File: src/rtl/trax_pkg.sv
// Shared Trax protocol constants: ASCII codes, move-type encoding and move word layout.
// Used by both the receive-side parser and the transmit-side serializer.
package trax_pkg;

    localparam logic [7:0] CH_AT     = 8'd64;
    localparam logic [7:0] CH_Z      = 8'd90;
    localparam logic [7:0] CH_0      = 8'd48;
    localparam logic [7:0] CH_9      = 8'd57;
    localparam logic [7:0] CH_W      = 8'd87;
    localparam logic [7:0] CH_B      = 8'd66;
    localparam logic [7:0] CH_PLUS   = 8'd43;
    localparam logic [7:0] CH_BSLASH = 8'd92;
    localparam logic [7:0] CH_SLASH  = 8'd47;
    localparam logic [7:0] CH_NL     = 8'd10;

    localparam int MOVE_BITS   = 22;
    localparam int FIELD_W     = 10;
    localparam int MV_ROW_LSB  = 0;
    localparam int MV_COL_LSB  = 10;
    localparam int MV_TYPE_LSB = 20;

    typedef enum logic [1:0] {
        MT_PLUS   = 2'b00,
        MT_BSLASH = 2'b01,
        MT_SLASH  = 2'b10
    } move_type_e;

    typedef enum logic [2:0] {
        CL_LETTER,
        CL_DIGIT,
        CL_TYPE,
        CL_NL,
        CL_OTHER
    } char_class_e;

    typedef enum logic [2:0] {
        S_COLOR,
        S_IDLE,
        S_COL,
        S_ROW,
        S_TYPE,
        S_NL,
        S_RESYNC
    } parser_state_e;

    function automatic logic [MOVE_BITS-1:0] pack_move(input move_type_e t,
                                                       input logic [FIELD_W-1:0] col,
                                                       input logic [FIELD_W-1:0] row);
        logic [MOVE_BITS-1:0] w;
        w = '0;
        w[MV_TYPE_LSB +: 2]      = t;
        w[MV_COL_LSB +: FIELD_W] = col;
        w[MV_ROW_LSB +: FIELD_W] = row;
        return w;
    endfunction

endpackage

File: src/rtl/trax_ascii_class.sv
// Combinational byte classifier: protocol character class plus the value carried
// by letters (byte-64), digits (byte-48) and move-type characters.
module trax_ascii_class
    import trax_pkg::*;
(
    input  logic [7:0]  byte_in,
    output char_class_e cls,
    output logic [4:0]  letter_val,
    output logic [3:0]  digit_val,
    output move_type_e  type_code
);

    // Values are only meaningful when cls selects the matching class.
    assign letter_val = 5'(byte_in - CH_AT);
    assign digit_val  = 4'(byte_in - CH_0);

    always_comb begin
        cls       = CL_OTHER;
        type_code = MT_PLUS;
        if (byte_in >= CH_AT && byte_in <= CH_Z) begin
            cls = CL_LETTER;
        end else if (byte_in >= CH_0 && byte_in <= CH_9) begin
            cls = CL_DIGIT;
        end else if (byte_in == CH_PLUS) begin
            cls       = CL_TYPE;
            type_code = MT_PLUS;
        end else if (byte_in == CH_BSLASH) begin
            cls       = CL_TYPE;
            type_code = MT_BSLASH;
        end else if (byte_in == CH_SLASH) begin
            cls       = CL_TYPE;
            type_code = MT_SLASH;
        end else if (byte_in == CH_NL) begin
            cls = CL_NL;
        end
    end

endmodule

File: src/rtl/trax_move_parser.sv
// Receive-side Trax framing: turns UART bytes into {type, col, row} move words,
// latches the player colour and resynchronises on malformed lines.
module trax_move_parser
    import trax_pkg::*;
#(
    parameter int MOVE_W          = 22,
    parameter int MAX_ROW_DIGITS  = 3,
    parameter int MAX_COL_LETTERS = 2
) (
    input  logic              clock,
    input  logic              reset,
    input  logic [7:0]        rx_data,
    input  logic              rx_finish,
    input  logic              restart,
    output logic [MOVE_W-1:0] move_out,
    output logic              move_valid,
    output logic              color,
    output logic              color_valid,
    output logic              frame_err
);

    localparam logic [1:0] COL_LIM = 2'(MAX_COL_LETTERS);
    localparam logic [1:0] ROW_LIM = 2'(MAX_ROW_DIGITS);

    parser_state_e     state_q, state_d;
    logic              rx_finish_q, rx_finish_d;
    logic [FIELD_W-1:0] col_acc_q, col_acc_d;
    logic [FIELD_W-1:0] row_acc_q, row_acc_d;
    logic [1:0]        ncol_q, ncol_d;
    logic [1:0]        nrow_q, nrow_d;
    move_type_e        type_q, type_d;
    logic [MOVE_W-1:0] move_out_q, move_out_d;
    logic              move_valid_q, move_valid_d;
    logic              color_q, color_d;
    logic              color_valid_q, color_valid_d;
    logic              frame_err_q, frame_err_d;

    logic              acc;
    logic              err;
    char_class_e       cls;
    logic [4:0]        letter_val;
    logic [3:0]        digit_val;
    move_type_e        type_code;
    logic [FIELD_W-1:0] letter_ext, digit_ext, col_x26, row_x10;

    trax_ascii_class u_class (
        .byte_in    (rx_data),
        .cls        (cls),
        .letter_val (letter_val),
        .digit_val  (digit_val),
        .type_code  (type_code)
    );

    assign acc        = rx_finish & ~rx_finish_q;
    assign letter_ext = {5'd0, letter_val};
    assign digit_ext  = {6'd0, digit_val};
    assign col_x26    = (col_acc_q << 4) + (col_acc_q << 3) + (col_acc_q << 1);
    assign row_x10    = (row_acc_q << 3) + (row_acc_q << 1);

    always_comb begin
        state_d       = state_q;
        rx_finish_d   = rx_finish;
        col_acc_d     = col_acc_q;
        row_acc_d     = row_acc_q;
        ncol_d        = ncol_q;
        nrow_d        = nrow_q;
        type_d        = type_q;
        move_out_d    = move_out_q;
        move_valid_d  = 1'b0;
        color_d       = color_q;
        color_valid_d = color_valid_q;
        frame_err_d   = 1'b0;
        err           = 1'b0;

        if (restart) begin
            state_d       = S_COLOR;
            color_valid_d = 1'b0;
            col_acc_d     = '0;
            row_acc_d     = '0;
            ncol_d        = '0;
            nrow_d        = '0;
            type_d        = MT_PLUS;
        end else if (acc) begin
            case (state_q)
                S_COLOR: begin
                    if (rx_data == CH_W || rx_data == CH_B) begin
                        color_d       = (rx_data == CH_B);
                        color_valid_d = 1'b1;
                        state_d       = S_IDLE;
                    end
                end
                S_IDLE: begin
                    if (cls == CL_LETTER) begin
                        col_acc_d = letter_ext;
                        ncol_d    = 2'd1;
                        state_d   = S_COL;
                    end else if (cls != CL_NL) begin
                        err = 1'b1;
                    end
                end
                S_COL: begin
                    // '@' (value 0) is only legal as a lone column letter.
                    if (cls == CL_LETTER) begin
                        if (ncol_q < COL_LIM && col_acc_q != '0 && letter_val != 5'd0) begin
                            col_acc_d = col_x26 + letter_ext;
                            ncol_d    = ncol_q + 2'd1;
                        end else begin
                            err = 1'b1;
                        end
                    end else if (cls == CL_DIGIT) begin
                        row_acc_d = digit_ext;
                        nrow_d    = 2'd1;
                        state_d   = S_ROW;
                    end else begin
                        err = 1'b1;
                    end
                end
                S_ROW: begin
                    if (cls == CL_DIGIT && nrow_q < ROW_LIM) begin
                        row_acc_d = row_x10 + digit_ext;
                        nrow_d    = nrow_q + 2'd1;
                    end else if (cls == CL_TYPE) begin
                        type_d  = type_code;
                        state_d = S_NL;
                    end else begin
                        err = 1'b1;
                    end
                end
                S_NL: begin
                    if (cls == CL_NL) begin
                        move_out_d   = MOVE_W'(pack_move(type_q, col_acc_q, row_acc_q));
                        move_valid_d = 1'b1;
                        state_d      = S_IDLE;
                    end else begin
                        err = 1'b1;
                    end
                end
                S_RESYNC: begin
                    if (cls == CL_NL) begin
                        state_d = S_IDLE;
                    end
                end
                // The type byte is consumed in S_ROW; any other encoding recovers via resync.
                default: state_d = S_RESYNC;
            endcase

            if (err) begin
                frame_err_d = 1'b1;
                state_d     = S_RESYNC;
            end
        end
    end

    always_ff @(posedge clock or negedge reset) begin
        if (!reset) begin
            state_q       <= S_COLOR;
            rx_finish_q   <= 1'b0;
            col_acc_q     <= '0;
            row_acc_q     <= '0;
            ncol_q        <= '0;
            nrow_q        <= '0;
            type_q        <= MT_PLUS;
            move_out_q    <= '0;
            move_valid_q  <= 1'b0;
            color_q       <= 1'b0;
            color_valid_q <= 1'b0;
            frame_err_q   <= 1'b0;
        end else begin
            state_q       <= state_d;
            rx_finish_q   <= rx_finish_d;
            col_acc_q     <= col_acc_d;
            row_acc_q     <= row_acc_d;
            ncol_q        <= ncol_d;
            nrow_q        <= nrow_d;
            type_q        <= type_d;
            move_out_q    <= move_out_d;
            move_valid_q  <= move_valid_d;
            color_q       <= color_d;
            color_valid_q <= color_valid_d;
            frame_err_q   <= frame_err_d;
        end
    end

    assign move_out    = move_out_q;
    assign move_valid  = move_valid_q;
    assign color       = color_q;
    assign color_valid = color_valid_q;
    assign frame_err   = frame_err_q;

endmodule

File: config.mk
export PLATFORM = sky130hd
export DESIGN_NAME = trax_move_parser
export DESIGN_NICKNAME = d
export VERILOG_FILES = /design/src/rtl/trax_pkg.sv /design/src/rtl/trax_ascii_class.sv /design/src/rtl/trax_move_parser.sv
export SDC_FILE = /design/constraint.sdc
export NUM_CORES = 1
export LEC_CHECK = 0
export ABC_CLOCK_PERIOD_IN_PS = 3210
export CAP_MARGIN = 25
export CORE_MARGIN = 2
export CORE_UTILIZATION = 35
export CTS_BUF_LIST = sky130_fd_sc_hd__clkbuf_4 sky130_fd_sc_hd__clkbuf_8
export CTS_CLUSTER_DIAMETER = 150
export DETAILED_ROUTE_END_ITERATION = 10
export PLACE_DENSITY = 0.63
export SETUP_SLACK_MARGIN = 0.4
export SYNTH_ARGS = -nofsm -noshare
export SYNTH_HDL_FRONTEND = slang
export SYNTH_SLANG_ARGS = --single-unit
File: constraint.sdc
create_clock -name clock -period 3.21 [get_ports clock]
set_input_delay 0.4815 -clock clock [delete_from_list [all_inputs] [get_ports clock]]
set_output_delay 0.4815 -clock clock [all_outputs]
set_load 0.005 [all_outputs]
# After elaboration in Yosys (flattened, before gate mapping)
# Cells that the tools add are included.
[op_classes] n_reduce_logical=25 n_bitwise=3 add_sub_neg=9 n_shift=0 n_eq_ne=29 multipliers=0 div=0 muxes=73 order_cmp=6
[ops] operator="$mux 10" count=10
[ops] operator="$mux 3" count=16
[ops] operator="$mux 2" count=20
[ops] operator="$pmux 10 s2" count=2
[ops] operator="$add 10x10->10" count=3
[ops] operator="$eq 8x7->1 const B" count=3
[ops] operator="$ne 4x4->1 const B" count=6
[ops] operator="$mux 1" count=21
[ops] operator="$ne 3x3->1 const B" count=6
[ops] operator="$eq 8x6->1 const B" count=2
[ops] operator="$pmux 3 s5" count=1
[ops] operator="$eq 3x2->1 const B" count=4
[ops] operator="$reduce_and 4->1" count=3
[ops] operator="$add 10x4->10" count=1
[ops] operator="$add 10x5->10" count=1
[ops] operator="$reduce_and 5->1" count=2
[ops] operator="$reduce_bool 10->1" count=1
[ops] operator="$reduce_bool 2->1" count=5
[ops] operator="$eq 8x4->1 const B" count=1
[ops] operator="$ge 8x6->1 const B" count=1
[ops] operator="$ge 8x7->1 const B" count=1
[ops] operator="$le 8x6->1 const B" count=1
[ops] operator="$le 8x7->1 const B" count=1
[ops] operator="$pmux 2 s2" count=2
[ops] operator="20 further kinds" count=31
[totals] out_inout_bits=26 latch_bits=0 mem_count=0 ram_bits=0 register_bits=56 rom_bits=0

# Longest topological paths before layout
# Gate-level depths: netlist (run 1).
[logic_depth] ltp_word=16 depth_mapped=11

# Hierarchy
# From an unflattened synthesis (run 1), not the netlist that was laid out.
[unflattened] hier_cells=389 area_unflattened_um2=3998.8
[modules_own_cells] mod="trax_move_parser" n_inst=1 area_per_inst_um2=3774.9 cells_per_inst=359 seq_area_each_um2=1401.3
[modules_own_cells] mod="trax_ascii_class" n_inst=1 area_per_inst_um2=224.0 cells_per_inst=30 seq_area_each_um2=0.0

# Worst setup path after synthesis (run 1)
# Ideal clock, no wire load.
[synth_timing] kind="input to register" startpoint="input port rx_data[4]" endpoint="register col_acc_q[9]" path_stages=10 path_slack_ps=371 arrival_time_ps=2728 path_buffers=0 setup_time_ps=110 cell_sequence="fa_1 fa_1 inv_1 fa_1 inv_1 a21o_1 a21oi_1 o21ai_0 xnor2_1 o41ai_1"
[synth_via] elab_chain_len=10
[synth_rtl] element="start: declaration" line_no="trax_move_parser.sv:12" source="input logic [7:0] rx_data,"
[synth_rtl] element="branches (longest 10 deep; another with $add 10x5->10)"
[synth_rtl] element="end signal: assignment" line_no="trax_move_parser.sv:171" source="col_acc_q <= col_acc_d;"
[synth_rtl] element="end: declaration" line_no="trax_move_parser.sv:27" source="logic [FIELD_W-1:0] col_acc_q, col_acc_d;"
# Parallel ways; which one is timed is not known. The select of a mux whose other input is x is not followed.
# A chain may end at the register's enable or synchronous reset.

# Final worst setup path (run 1)
[layout_timing] startpoint="register col_acc_q[0]" endpoint="register col_acc_q[8]"
[layout_via] elab_chain_len=8
[layout_rtl] element="$add 10x10->10 (2 in series)" line_no="trax_move_parser.sv:57" source="assign col_x26 = (col_acc_q << 4) + (col_acc_q << 3) + (col_acc_q << 1);"
[layout_rtl] element="$add 10x5->10" line_no="trax_move_parser.sv:105" source="col_acc_d = col_x26 + letter_ext;"
[layout_rtl] element="$mux 10" line_no="trax_move_parser.sv:104" source="if (ncol_q < COL_LIM && col_acc_q != '0 && letter_val != 5'd0) begin"
[layout_rtl] element="$mux 10" line_no="trax_move_parser.sv:103" source="if (cls == CL_LETTER) begin"
[layout_rtl] element="$pmux 10 s2" line_no="trax_move_parser.sv:84" source="case (state_q)"
[layout_rtl] element="$mux 10" line_no="trax_move_parser.sv:83" source="end else if (acc) begin"
[layout_rtl] element="$mux 10" line_no="trax_move_parser.sv:75" source="if (restart) begin"
# Parallel ways exist; a longest one is shown, timed or not. The select of a mux whose other input is x is not followed.

==> flow_metrics.tcl, run 1 <==
set metrics [dict create \
    crit_path_max_incr_delay_ps 570 \
    core_um2 10200 \
    reg2regPathDepth 10 \
    ys_top_cells_by_area "dfrtp_1, ha_1, nand2_1, fa_1, mux2_2" \
    dpl.hpwl_mm 6.16 \
    worst-path-buf-inv 1 \
    floorplan.initialDensity_pct 35.4 \
    rsz0062_at_grt "yes" \
    grt_pass1_wl_mm 14.1 \
    avgSynthCellArea_um2 9.72 \
    yosysUniqueCellTypes 53 \
    postRouteAntennaNets 0 \
    area_growth_pct 20.5 \
    cts_max_path_buffers 2 \
    fin_crit_ps 2790 \
    htreeDepth 2 \
    cp.depth 10 \
    slew_headroom_pct 53.5 \
    worstSetupPathType "flip-flop to flip-flop" \
    io_pins 38 \
    antenna_cells 0 \
    drc_errors 0 \
    grt_antenna_before_repair 0 \
    viasPerCell 5.08 \
    routed_wl_mm 8.05 \
    cp_top_family "adder cells" \
    layout.nets 472 \
    synth_top_area_share_pct 38.9 \
    firstDrtPassIters 4 \
    final_cell_mix "nand2_1, dfrtp_1, clkdlybuf4s50_1, ha_1, nor2_1" \
    cts_tree "built" \
    gp_congestion 0.900 \
    dieWidth_um 106 \
    clock_latency_ps 310 \
    synthesis.area_um2 3610 \
    finalHoldViolCount 0 \
    powerDensity_nw_per_um2 289 \
    std_cell_rows 37 \
    path_cells "fa_1 > fa_1 > buf_6 > ha_4 > a21o_1 > a21oi_2 > o21bai_1 > a21oi_1 > xnor2_1 > a41o_1" \
    crit_fanout 3 \
    synth_edf_count 0 \
    drive_gt1_share_pct 13.3 \
    synth_seq_cells 56 \
    drv_slew 0 \
    r2r_slack_ps 420 \
    num_vias 2826 \
    clkTransAtPathRegs_ps 100 \
    wire_per_inst_um 14.5 \
    vdd_drop_max_mv 0.174 \
    worstPathArrival_ps 2990 \
    overflow 0 \
    run_status "finished, final reports clean" \
    critPathSlowestCell "fa_1" \
    nFillCells 985 \
    p_total_mw 1.26 \
    finalCritPeriodShare_pct 86.8 \
    cts-root-buf "clkbuf_8" \
    finalSetupViolCount 0 \
    ys.flop_type "dfrtp_1" \
    port_buffers 37 \
    synthCells 371 \
    grt_max_degree 36 \
    endpoint_kind "flip-flop" \
    tightestPinTransition_ps 698 \
    gr-usage-all-layers_pct 15.5 \
    final_common_cell "nand2_1" \
    leakage_nw 2.02 \
    fmax_mhz 359 \
    cp-start-kind "flip-flop" \
    finalSetupTns_ps 0 \
    cts_hold_buf 0 \
    min_path_type "primary input to asynchronous set/reset pin" \
    grt_pass1_vias 2819 \
    synth.net_count 424 \
    cpMostUsedCell "fa_1" \
    synthArstFlopShare_pct 100 \
    cp.required_ps 3420 \
    first_iter_violations 161 \
    yosys.area.top_type "dfrtp_1" \
    fin_skew_ps 7.69 \
    die_y_um 106 \
    ys_seq_area_share_pct 38.9 \
    maxCapViolCount 0 \
    die-area_um2 11100 \
    synth_warnings 0 \
    cts_buffers 5 \
    clock-sinks 56 \
]
-- registers in the layout, summed over array words and instances, names as in the netlist --
signal and flops:
rx_finish_q 1, nrow_q 2, state_q 3, move_out 22
move_valid 1, color 1, frame_err 1, row_acc_q 10
col_acc_q 10, ncol_q 2, type_q 2, color_valid 1
-- per-stage QoR --
step                worst slack (ps)  hold WS (ps)  cells  area, um^2  util (%)
floorplan                        421           186    371        3610         -
CTS                              415           123    556        4340      42.6
detailed placement              -212           463    546        4200      41.3
finish                           423           110    556        4340      42.7
global route                     294           144    556        4340      42.7
global placement                -119           458    546        4200      41.3
-- cell families (layout without fill, tap and decap cells) --
| group | Yosys count | in the layout | share of synthesized area (%) |
|---|---|---|---|
| flip-flops | 56 | 56 | 38.9 |
| AND/OR/NAND/NOR | 135 | 135 | 18.1 |
| XOR/XNOR | 14 | 14 | 3.40 |
| AO/OA/AOI/OAI | 72 | 72 | 14.0 |
| buffers and inverters | 35 | 84 | 3.96 |
| adder cells (fa/ha/maj) | 41 | 41 | 16.3 |
| multiplexers | 18 | 18 | 5.38 |
-- cells in the mapped netlist (all sizes together) (6+ instances only) --
| cell type | n |
|---|---|
| dfrtp | 56 |
| ha | 31 |
| mux2 | 11 |
| o21ai | 15 |
| inv | 19 |
| nor3 | 6 |
| a21oi | 13 |
| nor2 | 28 |
| nand2 | 66 |
| clkbuf | 11 |
| mux2i | 7 |
| xnor2 | 13 |
| fa | 10 |
-- where the power goes --
part	internal (mW)	leakage [nW]	switching (mW)
clock	0.164	0.0448	0.234
sequential	0.711	0.771	0.00854
combinational	0.0568	1.21	0.0807
total	0.933	2.02	0.323
-- routing by layer --
layer	GRT usage [%]	routed length, um	vias to the layer above
met1	22.7	3960	1365
met3	1.79	226	2
li1	-	-	1412
met2	25.3	3820	47
met4	2.54	45	0
met5	0	0	-
-- path summary, 6_finish.rpt --
| path | startpoint | endpoint |
|---|---|---|
| min in group clock | move_out[21]$_DFFE_PN0P_ | move_out[21]$_DFFE_PN0P_ |
| worst min-delay path | reset | move_out[5]$_DFFE_PN0P_ |
| worst min register to register | move_out[21]$_DFFE_PN0P_ | move_out[21]$_DFFE_PN0P_ |
| worst max-delay path | col_acc_q[0]$_DFFE_PN0P_ | col_acc_q[8]$_DFFE_PN0P_ |
| worst max register to register | col_acc_q[0]$_DFFE_PN0P_ | col_acc_q[8]$_DFFE_PN0P_ |
| max in group asynchronous | reset | col_acc_q[2]$_DFFE_PN0P_ |
-- timing repair --
item / in CTS / in global routing
setup endpoints to repair: 7 / 5
resized for setup: 12 / 2
pin swaps: 17 / 1
setup buffers: 2 / 0
-- final cells by class --
type	instances	area, um^2	share of cell area [%]
well taps	136	170	3.92
flip-flops and latches	56	1400	32.3
inverters	20	75.1	1.73
clock inverters	2	16.3	0.374
multi-input cells	280	2090	48.2
repair buffers	56	509	11.7
clock buffers	6	76.3	1.76
Note: power is estimated with default switching activity, not from simulation.
==> run 2, diff against run 1 <==
--- a/config.mk
+++ b/config.mk
@@ -8,11 +8,11 @@
 export ABC_CLOCK_PERIOD_IN_PS = 3210
 export CAP_MARGIN = 25
 export CORE_MARGIN = 2
-export CORE_UTILIZATION = 35
+export CORE_UTILIZATION = 59
 export CTS_BUF_LIST = sky130_fd_sc_hd__clkbuf_4 sky130_fd_sc_hd__clkbuf_8
 export CTS_CLUSTER_DIAMETER = 150
 export DETAILED_ROUTE_END_ITERATION = 10
-export PLACE_DENSITY = 0.63
+export PLACE_DENSITY = 0.92
 export SETUP_SLACK_MARGIN = 0.4
 export SYNTH_ARGS = -nofsm -noshare
 export SYNTH_HDL_FRONTEND = slang
==> flow_metrics.tcl, run 2 (synthesized netlist as in run 1, its figures left out) <==
set metrics [dict create \
    run_status "finished, final reports clean" \
    htreeDepth 2 \
    crit_fanout 3 \
    largest_reg_flops 22 \
    area_growth_pct 19.4 \
    firstDrtPassIters 8 \
    layout.nets 478 \
    leakage_nw 2.07 \
    seq_power_share_pct 56.9 \
    drive_gt1_share_pct 14.8 \
    cp_top_family "compound AO/OA/AOI/OAI gates" \
    overflow 0 \
    final_cell_mix "nand2_1, dfrtp_1, clkdlybuf4s50_1, ha_1, nor2_1" \
    dieWidth_um 82.2 \
    powerDensity_nw_per_um2 294 \
    cts-root-buf "clkbuf_8" \
    intPower_uw 928 \
    clock_latency_ps 310 \
    cp.required_ps 3400 \
    routed_wl_mm 8.83 \
    maxCapViolCount 0 \
    nFillCells 394 \
    grtUsageMet1_pct 36.8 \
    std_cell_rows 28 \
    fin_ws_ps 373 \
    vdd_drop_max_mv 0.242 \
    finalHoldViolCount 0 \
    first_iter_violations 369 \
    postPlaceCellArea_um2 4120 \
    num_vias 3102 \
    grt_pass1_vias 2914 \
    endpoint_kind "flip-flop" \
    wire_per_inst_um 17.6 \
    gr-usage-all-layers_pct 27.5 \
    cts_max_path_buffers 2 \
    port_buffers 37 \
    postRouteAntennaNets 0 \
    fin_crit_ps 2840 \
    antenna_cells 0 \
    clkTransAtPathRegs_ps 110 \
    die_y_um 82.2 \
    die-area_um2 6750 \
    cp-start-kind "primary input" \
    cts_hold_buf 0 \
    p_clk_share_pct 31.3 \
    fin_skew_ps 8.72 \
    grt_antenna_before_repair 0 \
    cts_buffers 5 \
    viasPerCell 6.19 \
    use_met3_pct 4.02 \
    final_common_cell "nand2_1" \
    crit_path_max_incr_delay_ps 500 \
    gp_congestion 0.944 \
    core_um2 5920 \
    worstSetupPathType "primary input to flip-flop" \
    slew_headroom_pct 49.6 \
    use_met2_pct 47.2 \
    drc_errors 0 \
    fmax_mhz 352 \
    switching_share_pct 26.8 \
    drv_slew 0 \
    pre_cts_slack_ps -220 \
    floorplan.initialDensity_pct 60.9 \
    clock-sinks 56 \
    min_path_type "primary input to asynchronous set/reset pin" \
    p_switching_uw 339 \
    post-route-cell-area_um2 4300 \
    comb_power_share_pct 11.8 \
    cts_tree "built" \
    globalRoute.busiestLayer "met2" \
    grt_pass1_wl_mm 14.0 \
    worstPathArrival_ps 3030 \
    rsz0062_at_grt "yes" \
    worst-path-buf-inv 3 \
    tightestPinTransition_ps 756 \
    finalSetupViolCount 0 \
    path_cells "clkdlybuf4s50_1 > ha_1 > ha_1 > inv_1 > fa_2 > nor2b_2 > o21ai_1 > a21boi_1 > o21a_1 > buf_4 > o21a_1 > o41ai_1" \
    critPathSlowestCell "clkdlybuf4s50_1" \
    grt_max_degree 35 \
    finalCritPeriodShare_pct 88.4 \
    dpl.hpwl_mm 6.42 \
    io_pins 38 \
]
==> run 2: changes by cell type in the layout (fill, tap and decap cells not counted), sizes merged <==
cell and change:
buf +6, clkbuf -1, inv +1
==> run 2: path summary, 6_finish.rpt <==
| path | startpoint | to | slack (ps) | cells past startpoint |
|---|---|---|---|---|
| min in group clock | move_out[4]$_DFFE_PN0P_ | move_out[4]$_DFFE_PN0P_ | 480 | 2 |
| hold reg to reg | move_out[4]$_DFFE_PN0P_ | move_out[4]$_DFFE_PN0P_ | 480 | 2 |
| setup reg to reg | col_acc_q[0]$_DFFE_PN0P_ | col_acc_q[9]$_DFFE_PN0P_ | 430 | 10 |
| hold / removal | reset | move_out[9]$_DFFE_PN0P_ | 130 | 1 |
| max in group asynchronous | reset | col_acc_q[0]$_DFFE_PN0P_ | 2220 | 2 |
| setup / recovery | rx_data[2] | row_acc_q[8]$_DFFE_PN0P_ | 370 | 12 |
==> run 2: stage by stage <==
step	std cells	hold WS, ps	power, mW	util (%)	setup TNS, ps
after global routing	501	166	1.32	72.7	0
after detailed placement	484	463	0.869	69.5	-722
final	501	129	1.27	72.7	0
after global placement	484	459	0.860	69.5	-139
after floorplan	371	186	0.804	-	0
after CTS	498	142	1.27	72.0	0
==> run 2: power groups by stage <==
stage / combinational [mW] / sequential [mW] / clock [mW]
2_1_floorplan: 0.0729 / 0.731 / 0
3_3_place_gp: 0.127 / 0.733 / 0
3_5_place_dp: 0.135 / 0.733 / 0
4_1_cts: 0.140 / 0.720 / 0.406
5_1_grt: 0.163 / 0.721 / 0.434
6_report: 0.149 / 0.720 / 0.397
==> run 2: final cells by class <==
class / instances / area, um^2 / share of cell area (%)
Clock inverter: 3 / 21.3 / 0.494
Multi-Input combinational cell: 280 / 2090 / 48.6
Tap cell: 75 / 93.8 / 2.18
Inverter: 20 / 75.1 / 1.74
Clock buffer: 5 / 68.8 / 1.60
Sequential cell: 56 / 1400 / 32.6
Timing Repair Buffer: 62 / 551 / 12.8
==> run 2: layer usage <==
| layer | routed length [um] | vias to the layer above |
|---|---|---|
| met5 | 0 | - |
| met4 | 116 | 0 |
| met3 | 574 | 20 |
| met2 | 4320 | 157 |
| met1 | 3830 | 1511 |
| li1 | - | 1414 |
==> run 2: what timing repair did <==
action	in CTS	in global routing
pin swaps	8	7
endpoints found under the hold margin	0	0
endpoints found under the setup margin	8	4
resized for setup	8	6
setup buffers	6	3
==> run 2: worst reg2reg max path: cells and delay by family, from the launching register on <==
family	cells	cell delay, ps
flip-flops	1	460
buffers and inverters	2	130
XOR/XNOR	1	90
AO/OA/AOI/OAI	4	590
adder cells (fa/ha/maj)	3	1390
==> run 3, diff against run 2 <==
--- a/config.mk
+++ b/config.mk
@@ -5,6 +5,7 @@
 export SDC_FILE = /design/constraint.sdc
 export NUM_CORES = 1
 export LEC_CHECK = 0
+export ABC_AREA = 1
 export ABC_CLOCK_PERIOD_IN_PS = 3210
 export CAP_MARGIN = 25
 export CORE_MARGIN = 2
@@ -12,7 +13,7 @@
 export CTS_BUF_LIST = sky130_fd_sc_hd__clkbuf_4 sky130_fd_sc_hd__clkbuf_8
 export CTS_CLUSTER_DIAMETER = 150
 export DETAILED_ROUTE_END_ITERATION = 10
-export PLACE_DENSITY = 0.92
+export PLACE_DENSITY = 0.91
 export SETUP_SLACK_MARGIN = 0.4
 export SYNTH_ARGS = -nofsm -noshare
 export SYNTH_HDL_FRONTEND = slang
==> flow_metrics.tcl, run 3 <==
set metrics [dict create \
    intPower_mw 1.28 \
    wire_per_inst_um 14.2 \
    dpl.hpwl_mm 6.11 \
    cts_buffers 5 \
    avgSynthCellArea_um2 8.18 \
    io_pins 38 \
    synthesis.area_um2 3660 \
    ys.flop_type "dfrtp_1" \
    finalHoldViolCount 0 \
    fin_skew_ps 5.79 \
    maxCapViolCount 0 \
    crit_fanout 2 \
    wl_met3_um 387 \
    ys_seq_area_share_pct 38.2 \
    clkTransAtPathRegs_ps 90 \
    synth.net_count 501 \
    die-area_um2 6860 \
    synth_common_cells "nand2_1, dfrtp_1, inv_1" \
    largest_reg_flops 22 \
    synth_edf_count 0 \
    gr-usage-all-layers_pct 24.3 \
    leakage_nw 2.12 \
    comb_power_share_pct 43.5 \
    synth.most_common_cell "nand2_1" \
    std_cell_rows 28 \
    wl_met2_mm 4.03 \
    postPlaceCellArea_um2 4150 \
    htreeDepth 2 \
    post-route-cell-area_um2 4270 \
    dp.cells 561 \
    endpoint_kind "flip-flop" \
    vdd_drop_max_mv 0.258 \
    viasPerCell 5.56 \
    synth_warnings 0 \
    finalCritPeriodShare_pct 84.7 \
    yosys.area.top_type "dfrtp_1" \
    min_path_type "primary input to asynchronous set/reset pin" \
    cts_tree "built" \
    port_buffers 37 \
    core_um2 5960 \
    area_growth_pct 16.6 \
    worstPathArrival_ps 2940 \
    tightestPinTransition_ps 762 \
    rsz0062_at_grt "yes" \
    synthArstFlopShare_pct 100 \
    drv_slew 0 \
    p_total_mw 2.10 \
    floorplan.initialDensity_pct 61.5 \
    highest-signal-layer "met4" \
    cts_max_path_buffers 2 \
    first_iter_violations 272 \
    cp-start-kind "primary input" \
    die_y_um 82.8 \
    grt_antenna_before_repair 0 \
    cp.required_ps 3430 \
    run_status "finished, final reports clean" \
    fin_ws_ps 491 \
    finalSetupViolCount 0 \
    yosysUniqueCellTypes 33 \
    final_common_cell "nand2_1" \
    ys_top_cells_by_area "dfrtp_1, nand2_1, ha_1, inv_1, fa_1" \
    slew_headroom_pct 49.2 \
    dieWidth_um 82.8 \
    firstDrtPassIters 4 \
    grt_pass1_vias 3125 \
    final_core_util_pct 71.7 \
    switching_share_pct 39.3 \
    holdWs_ps 243 \
    synthCells 448 \
    fin_cells 571 \
    overflow 0 \
    clock_latency_ps 300 \
    drt-met1-wl_mm 3.52 \
    cts-root-buf "clkbuf_8" \
    synth_seq_cells 56 \
    p_clk_share_pct 17.5 \
    seq_power_share_pct 39.0 \
    powerDensity_nw_per_um2 492 \
    worstSetupPathType "primary input to flip-flop" \
    finalSetupTns_ps 0 \
    nFillCells 455 \
    final_cell_mix "nand2_1, inv_1, dfrtp_1, clkdlybuf4s50_1, o21ai_0" \
    antenna_cells 0 \
    fmax_mhz 368 \
    grt_max_degree 36 \
    fin_crit_ps 2720 \
    pre_cts_slack_ps -155 \
    routed_wl_mm 8.08 \
    grt_pass1_wl_mm 13.9 \
    drc_errors 0 \
    p_switching_uw 827 \
    clock-sinks 56 \
    drive_gt1_share_pct 11.3 \
    num_vias 3172 \
    layout.nets 549 \
    postRouteAntennaNets 0 \
    gp_congestion 0.931 \
    synth_top_area_share_pct 38.2 \
]
## run 3: cell families after synthesis
kind of cell / share of synthesized area [%]
adders and majority gates: 16.0
and+or+nand+nor: 21.7
xor gates and xnor gates: 3.35
AOI/OAI and AO/OA: 12.8
buffers and inverters: 7.85
DFF: 38.2
## run 3: power groups by stage
| stage | clock, mW | combinational, mW | sequential, mW |
|---|---|---|---|
| after detailed placement | 0 | 0.841 | 0.834 |
| after CTS | 0.380 | 0.855 | 0.820 |
| after global placement | 0 | 0.801 | 0.832 |
| final | 0.369 | 0.915 | 0.820 |
| after floorplan | 0 | 0.650 | 0.817 |
| after global routing | 0.410 | 1.04 | 0.828 |
## run 3: worst max-delay path, stage by stage
cell	delay (ps)
dlygate4sd2_1	270
fa_1	540
fa_1	550
inv_1	70
fa_2	400
o21ai_2	140
nand2_1	70
nand2_1	60
a21oi_1	70
xor2_1	160
o22ai_1	140
## run 3: final cells by class
type / count / area [um^2] / share of cell area (%)
Clock inverter: 1 / 5.00 / 0.117
Clock buffer: 6 / 76.3 / 1.79
Inverter: 61 / 229 / 5.36
Timing Repair Buffer: 51 / 468 / 11.0
Tap cell: 75 / 93.8 / 2.20
Multi-Input combinational cell: 321 / 2000 / 46.7
Sequential cell: 56 / 1400 / 32.9
## run 3: what timing repair did
action / 4_1_cts / 5_1_grt
buffers inserted: 0 / 3
pin swaps: 4 / 4
resized for setup: 5 / 4
hold endpoints to repair: 0 / 0
hold buffers: 0 / 0
setup endpoints to repair: 4 / 2
## run 3: per-layer routing
metal	track usage (%)	vias up
met1	32.0	1509
met2	41.6	100
met4	6.11	0
met5	0	-
li1	-	1546
met3	4.77	17
## run 3: final timing paths
path / start / to / slack [ps] / depth (start not counted)
max reg2reg: col_acc_q[0]$_DFFE_PN0P_ / col_acc_q[9]$_DFFE_PN0P_ / 510 / 10
max in group asynchronous: reset / col_acc_q[1]$_DFFE_PN0P_ / 2200 / 2
min in group clock: move_out[20]$_DFFE_PN0P_ / move_out[20]$_DFFE_PN0P_ / 490 / 2
min: reset / move_out[18]$_DFFE_PN0P_ / 240 / 1
min reg2reg: move_out[20]$_DFFE_PN0P_ / move_out[20]$_DFFE_PN0P_ / 490 / 2
max: rx_data[4] / col_acc_q[9]$_DFFE_PN0P_ / 490 / 11
